[config.mk]
export PLATFORM = sky130hd
export DESIGN_NAME = marine_radar_pulse_sequencer
export DESIGN_NICKNAME = d
export VERILOG_FILES = /design/src/rtl/marine_radar_pulse_sequencer.sv
export SDC_FILE = /design/constraint.sdc
export NUM_CORES = 1
export LEC_CHECK = 0
export ABC_AREA = 1
export BUFFER_PORTS_ARGS = -buffer_cell sky130_fd_sc_hd__buf_2
export CORE_MARGIN = 2
export CORE_UTILIZATION = 61
export DETAILED_ROUTE_END_ITERATION = 7
export PLACE_DENSITY_LB_ADDON = 0.25
export SLEW_MARGIN = 15
export SYNTH_ARGS = -nofsm -noshare
export SYNTH_HDL_FRONTEND = slang
export SYNTH_SLANG_ARGS = --single-unit
export TNS_END_PERCENT = 50
[constraint.sdc]
create_clock -name master_clk -period 3.5 [get_ports master_clk]
set_clock_uncertainty 0.2 [all_clocks]
set_input_delay 0 -clock master_clk [delete_from_list [all_inputs] [get_ports master_clk]]
set_output_delay 0 -clock master_clk [all_outputs]
set_load 0.005 [all_outputs]
[src/rtl/marine_radar_pulse_sequencer.sv]
// Marine radar pulse sequencer: on an accepted trigger, waits trig_delay
// cycles, emits a 4-word header (trigger count, ACP count, ARP count) and
// then n_samples decimated video samples to a downstream FIFO.
// Handshake: out_strobe is a one-cycle valid with no ready; the FIFO signals
// back-pressure only through fifo_full, which aborts the packet (overrun).
module marine_radar_pulse_sequencer (
    input  logic        master_clk,
    input  logic        reset_n,
    input  logic        enable_rx,
    input  logic [15:0] decim_rate,
    input  logic [15:0] trig_delay,
    input  logic [15:0] n_samples,
    input  logic [2:0]  marine_radar_mode,
    input  logic        new_mode,
    input  logic        trig_pulse,
    input  logic        ACP_pulse,
    input  logic        ARP_pulse,
    input  logic [15:0] sample_in,
    input  logic        fifo_full,
    output logic [15:0] out_data,
    output logic        out_strobe,
    output logic        busy,
    output logic        overrun
);

    typedef enum logic [1:0] {
        S_IDLE    = 2'd0,
        S_DELAY   = 2'd1,
        S_HEADER  = 2'd2,
        S_CAPTURE = 2'd3
    } state_t;

    state_t      state_q, state_d;
    logic [15:0] dly_q, dly_d;
    logic [1:0]  hdr_idx_q, hdr_idx_d;
    logic [15:0] dec_q, dec_d;
    logic [15:0] smp_q, smp_d;
    logic [31:0] trig_count_q, trig_count_d;
    logic [15:0] acp_count_q, acp_count_d;
    logic [15:0] arp_count_q, arp_count_d;
    logic [31:0] trig_snap_q, trig_snap_d;
    logic [15:0] acp_snap_q, acp_snap_d;
    logic [15:0] arp_snap_q, arp_snap_d;
    logic        test_mode_q, test_mode_d;
    logic [15:0] out_data_q, out_data_d;
    logic        out_strobe_q, out_strobe_d;
    logic        overrun_q, overrun_d;

    logic [15:0] decim_eff;
    logic [15:0] hdr_word;
    logic        mode_active;
    logic        last_sample;

    assign decim_eff   = (decim_rate == 16'd0) ? 16'd1 : decim_rate;
    assign mode_active = (marine_radar_mode == 3'd1) || (marine_radar_mode == 3'd2);
    // Wide compare so a shrinking n_samples mid-packet still terminates.
    assign last_sample = ({1'b0, smp_q} + 17'd1) >= {1'b0, n_samples};

    // Header word selected by the running header index.
    always_comb begin
        hdr_word = trig_snap_q[15:0];
        case (hdr_idx_q)
            2'd0:    hdr_word = trig_snap_q[15:0];
            2'd1:    hdr_word = trig_snap_q[31:16];
            2'd2:    hdr_word = acp_snap_q;
            default: hdr_word = arp_snap_q;
        endcase
    end

    // Next-state, counter and registered-output logic.
    always_comb begin
        state_d      = state_q;
        dly_d        = dly_q;
        hdr_idx_d    = hdr_idx_q;
        dec_d        = dec_q;
        smp_d        = smp_q;
        trig_count_d = trig_count_q;
        acp_count_d  = acp_count_q;
        arp_count_d  = arp_count_q;
        trig_snap_d  = trig_snap_q;
        acp_snap_d   = acp_snap_q;
        arp_snap_d   = arp_snap_q;
        test_mode_d  = test_mode_q;
        out_data_d   = out_data_q;
        out_strobe_d = 1'b0;
        overrun_d    = overrun_q;

        // Event counters run independently of the FSM.
        if (trig_pulse && enable_rx) begin
            trig_count_d = trig_count_q + 32'd1;
        end
        if (ARP_pulse) begin
            acp_count_d = ACP_pulse ? 16'd1 : 16'd0;
            arp_count_d = arp_count_q + 16'd1;
        end else if (ACP_pulse) begin
            acp_count_d = acp_count_q + 16'd1;
        end

        if (!enable_rx || new_mode) begin
            state_d = S_IDLE;
            if (new_mode) begin
                overrun_d = 1'b0;
            end
        end else begin
            case (state_q)
                S_IDLE: begin
                    if (trig_pulse && mode_active) begin
                        trig_snap_d = trig_count_q + 32'd1;
                        acp_snap_d  = acp_count_q;
                        arp_snap_d  = arp_count_q;
                        test_mode_d = (marine_radar_mode == 3'd2);
                        hdr_idx_d   = 2'd0;
                        dly_d       = trig_delay;
                        state_d     = (trig_delay == 16'd0) ? S_HEADER : S_DELAY;
                    end
                end
                S_DELAY: begin
                    if (dly_q == 16'd1) begin
                        state_d = S_HEADER;
                    end else begin
                        dly_d = dly_q - 16'd1;
                    end
                end
                S_HEADER: begin
                    if (fifo_full) begin
                        overrun_d = 1'b1;
                        state_d   = S_IDLE;
                    end else begin
                        out_strobe_d = 1'b1;
                        out_data_d   = hdr_word;
                        if (hdr_idx_q == 2'd3) begin
                            dec_d   = 16'd0;
                            smp_d   = 16'd0;
                            state_d = (n_samples == 16'd0) ? S_IDLE : S_CAPTURE;
                        end else begin
                            hdr_idx_d = hdr_idx_q + 2'd1;
                        end
                    end
                end
                default: begin
                    if (dec_q == 16'd0) begin
                        if (fifo_full) begin
                            overrun_d = 1'b1;
                            state_d   = S_IDLE;
                        end else begin
                            out_strobe_d = 1'b1;
                            out_data_d   = test_mode_q ? smp_q : sample_in;
                            smp_d        = smp_q + 16'd1;
                            dec_d        = decim_eff - 16'd1;
                            if (last_sample) begin
                                state_d = S_IDLE;
                            end
                        end
                    end else begin
                        dec_d = dec_q - 16'd1;
                    end
                end
            endcase
        end
    end

    // State and datapath registers with synchronous active-low reset.
    always_ff @(posedge master_clk) begin
        if (!reset_n) begin
            state_q      <= S_IDLE;
            dly_q        <= '0;
            hdr_idx_q    <= '0;
            dec_q        <= '0;
            smp_q        <= '0;
            trig_count_q <= '0;
            acp_count_q  <= '0;
            arp_count_q  <= '0;
            trig_snap_q  <= '0;
            acp_snap_q   <= '0;
            arp_snap_q   <= '0;
            test_mode_q  <= 1'b0;
            out_data_q   <= '0;
            out_strobe_q <= 1'b0;
            overrun_q    <= 1'b0;
        end else begin
            state_q      <= state_d;
            dly_q        <= dly_d;
            hdr_idx_q    <= hdr_idx_d;
            dec_q        <= dec_d;
            smp_q        <= smp_d;
            trig_count_q <= trig_count_d;
            acp_count_q  <= acp_count_d;
            arp_count_q  <= arp_count_d;
            trig_snap_q  <= trig_snap_d;
            acp_snap_q   <= acp_snap_d;
            arp_snap_q   <= arp_snap_d;
            test_mode_q  <= test_mode_d;
            out_data_q   <= out_data_d;
            out_strobe_q <= out_strobe_d;
            overrun_q    <= overrun_d;
        end
    end

    assign out_data   = out_data_q;
    assign out_strobe = out_strobe_q;
    assign busy       = (state_q != S_IDLE);
    assign overrun    = overrun_q;

endmodule

==> impl_metrics.yaml <==
outcome:
  status: "complete, no violations"
yosys:
  synthCells: 1659
  synth-main-ff-cell: "dfxtp_1"
  async_flop_share_pct: 0
  synth_top_cell_area_share_pct: 35.4
  synthMostInstantiatedCell: "nand2_1"
  synth_seq_cells: 199
  netlist_area_um2: 11300
  synth_nets: 1765
  yosysSeqAreaShare_pct: 35.4
  yosysTopAreaCell: "dfxtp_1"
  yosys-top-cells-count: "nand2_1, inv_1, dfxtp_1, o21ai_0, a21oi_1"
  synth.area.top_cells: "dfxtp_1, nand2_1, inv_1"
  synth-edff-count: 0
  yosysWarnings: 0
  syn_avg_cell_area_um2: 6.79
  ys_types: 56
global_route:
  overflow: 0
  track_usage_pct: 31.1
  grt_pass1_wl_um: 50300
  grt_pass1_vias: 10600
  grt_max_degree: 88
  antenna_found_initial: 1
floorplan:
  fp-row-count: 49
  coreArea_um2: 18000
  start_util_pct: 62.5
  pin_count: 94
  dieWidth_um: 140
  dieArea_um2: 19600
  die_y_um: 140
timing:
  worst_pin_slew_ns: 0.970
  fmax_mhz: 331
  grt_setup_unrepaired: "false"
  finalCriticalPeriod_ns: 3.02
  setup_viol: 0
  period_share_pct: 86.4
  finalMaxSlewViolations: 0
  finalHoldViolations: 0
  relSlewSlack_pct: 35.3
  finalSetupTns_ns: 0
  whs_ns: 0.0480
worst_setup_path:
  crit_arrival_ns: 3.17
  crit_type: "flip-flop to flip-flop"
  path_cells: "ha_1 -> nand4_1 -> nor2_2 -> nand4_1 -> nor2_2 -> nand2_1 -> xor2_1 -> ha_1 -> nand2_1 -> inv_1 -> nand3_1 -> nor2_1 -> a31oi_1 -> o21ai_1 -> inv_1 -> nand2_1 -> nand3_1 -> nand2_1 -> nor2_1"
  crit_required_ns: 3.65
  end_kind: "flip-flop"
  path_max_fanout: 5
  cp_num_buf_inv: 2
  slowest_stage: "dfxtp_1"
  start_kind: "flip-flop"
  slowest_delay_ns: 0.41
  worst_path_most_repeated_cell: "nand2_1"
  critical_path.top_delay_family: "simple AND/OR/NAND/NOR gates"
detailed_routing:
  vias_per_cell: 5.63
  vias: 11400
  wl_per_cell_um: 15.1
  ant_nets: 0
  drt_iter0_drc: 1097
  firstDrtPassIters: 5
  drc: 0
  wirelength_um: 30600
clocking:
  cts_hold_buf: 61
  post_cts_buffers: 0
  path_clk_slew_ns: 0.08
  cts_buffer_depth: 2
  clockRootBuffer: "clkbuf_16"
  cts-buffers-inserted: 17
  htree_levels: 4
  cts_tree: "yes"
  clkSinkCount: 199
  clock_latency_ns: 0.45
  ctsResizeCount: 0
place:
  gp_congestion: 0.922
  dpl_cell_area_um2: 11800
  io_buffer_count: 93
  dp_hpwl_um: 21000
finish:
  diodes: 0
  final_layout_size_suffix_gt1_share_pct: 12.0
  final_area_um2: 13000
  area_delta_synth_final_pct: 15.8
  fillers: 1462
  nets: 1886
pwr:
  peakVddDrop_uv: 410
  p_leak_uw: 0.00566
  power.density_nw_per_um2: 372
worst_hold_path:
  hold_path_class: "primary input to flip-flop"
flow_run:
  drv_cap: 0
cells by family after synthesis:
family,share of synthesized area (%)
DFF,35.4
adders and majority gates,3.44
muxes,0.0888
AOI/OAI and AO/OA,19.4
buffers and inverters,11.3
and+or+nand+nor,27.8
xor gates and xnor gates,2.56
worst paths after layout:
check / startpoint / end / slack (ns) / cells after the start
setup reg to reg: smp_q[0] / state_q[0] / 0.48 / 19
hold / removal: n_samples[7] / state_q[0] / 0.05 / 9
hold reg to reg: trig_snap_q[3] / trig_snap_q[3] / 0.26 / 2
setup / recovery: smp_q[0] / state_q[0] / 0.48 / 19
through the flow:
step | utilization, % | power (µW) | setup slack [ns] | instances
2_1_floorplan | - | 2710 | 0.869 | 1659
3_3_place_gp | 65.7 | 2850 | 0.624 | 1929
3_5_place_dp | 65.7 | 2860 | 0.506 | 1929
4_1_cts | 72.4 | 4860 | 0.502 | 2022
5_1_grt | 72.4 | 5020 | 0.243 | 2022
6_report | 72.4 | 4860 | 0.477 | 2022
area by class of cell:
cell class / count / area [µm²] / area share, %
multi-input cells: 1137 / 6010 / 46.1
clock buffers: 17 / 425 / 3.26
well taps: 229 / 287 / 2.20
repair buffers: 167 / 1190 / 9.09
inverters: 258 / 975 / 7.47
flip-flops and latches: 199 / 3980 / 30.5
clock inverters: 15 / 176 / 1.35
where the power goes:
group / leakage [µW] / total [µW] / switching [µW] / internal (µW)
registers: 0.00161 / 2360 / 45.9 / 2310
logic: 0.00376 / 517 / 318 / 199
clock network: 0.000286 / 1980 / 1020 / 965
total: 0.00566 / 4860 / 1380 / 3480
flip-flops by register name, summed over array words and instances (netlist names):
name	flops
trig_count_q	32
trig_snap_q	32
acp_count_q	16
acp_snap_q	16
arp_count_q	16
arp_snap_q	16
dec_q	16
dly_q	16
out_data	16
smp_q	16
hdr_idx_q	2
state_q	2
out_strobe	1
overrun	1
test_mode_q	1
cell usage in the layout, fill, tap and decap left out, drive strengths merged, types with 2 or more instances in the layout:
cell type    count
and2             2
nor2           171
nand3           87
dlygate4sd3     61
or2              5
a21oi          155
o21a             3
clkinv           8
nor3b           11
o221ai          16
xor2            32
o211ai          31
a211oi           4
nand3b           6
nand2          325
nand4           18
nor4             9
buf            106
ha              31
clkbuf          17
a31oi            3
clkinvlp         2
inv            263
o21ai          178
dfxtp          199
nor3            38
o22ai            4
metal layers:
metal	up-vias	track usage (%)	share of wire, %
met3	74	4.41	6.6
met1	5228	40.2	43
met2	420	52.7	47
met4	0	12.1	2.8
met5	-	0	0
li1	5661	-	-
worst reg2reg max path, delay by kind of cell (launching register included):
kind	cells	cell delay, ns
AO/OA/AOI/OAI	2	0.18
buffers and inverters	2	0.11
adder cells (fa/ha/maj)	2	0.54
flip-flops	1	0.41
XOR/XNOR	1	0.17
AND/OR/NAND/NOR	12	1.31
(Power assumes the default switching activity.)
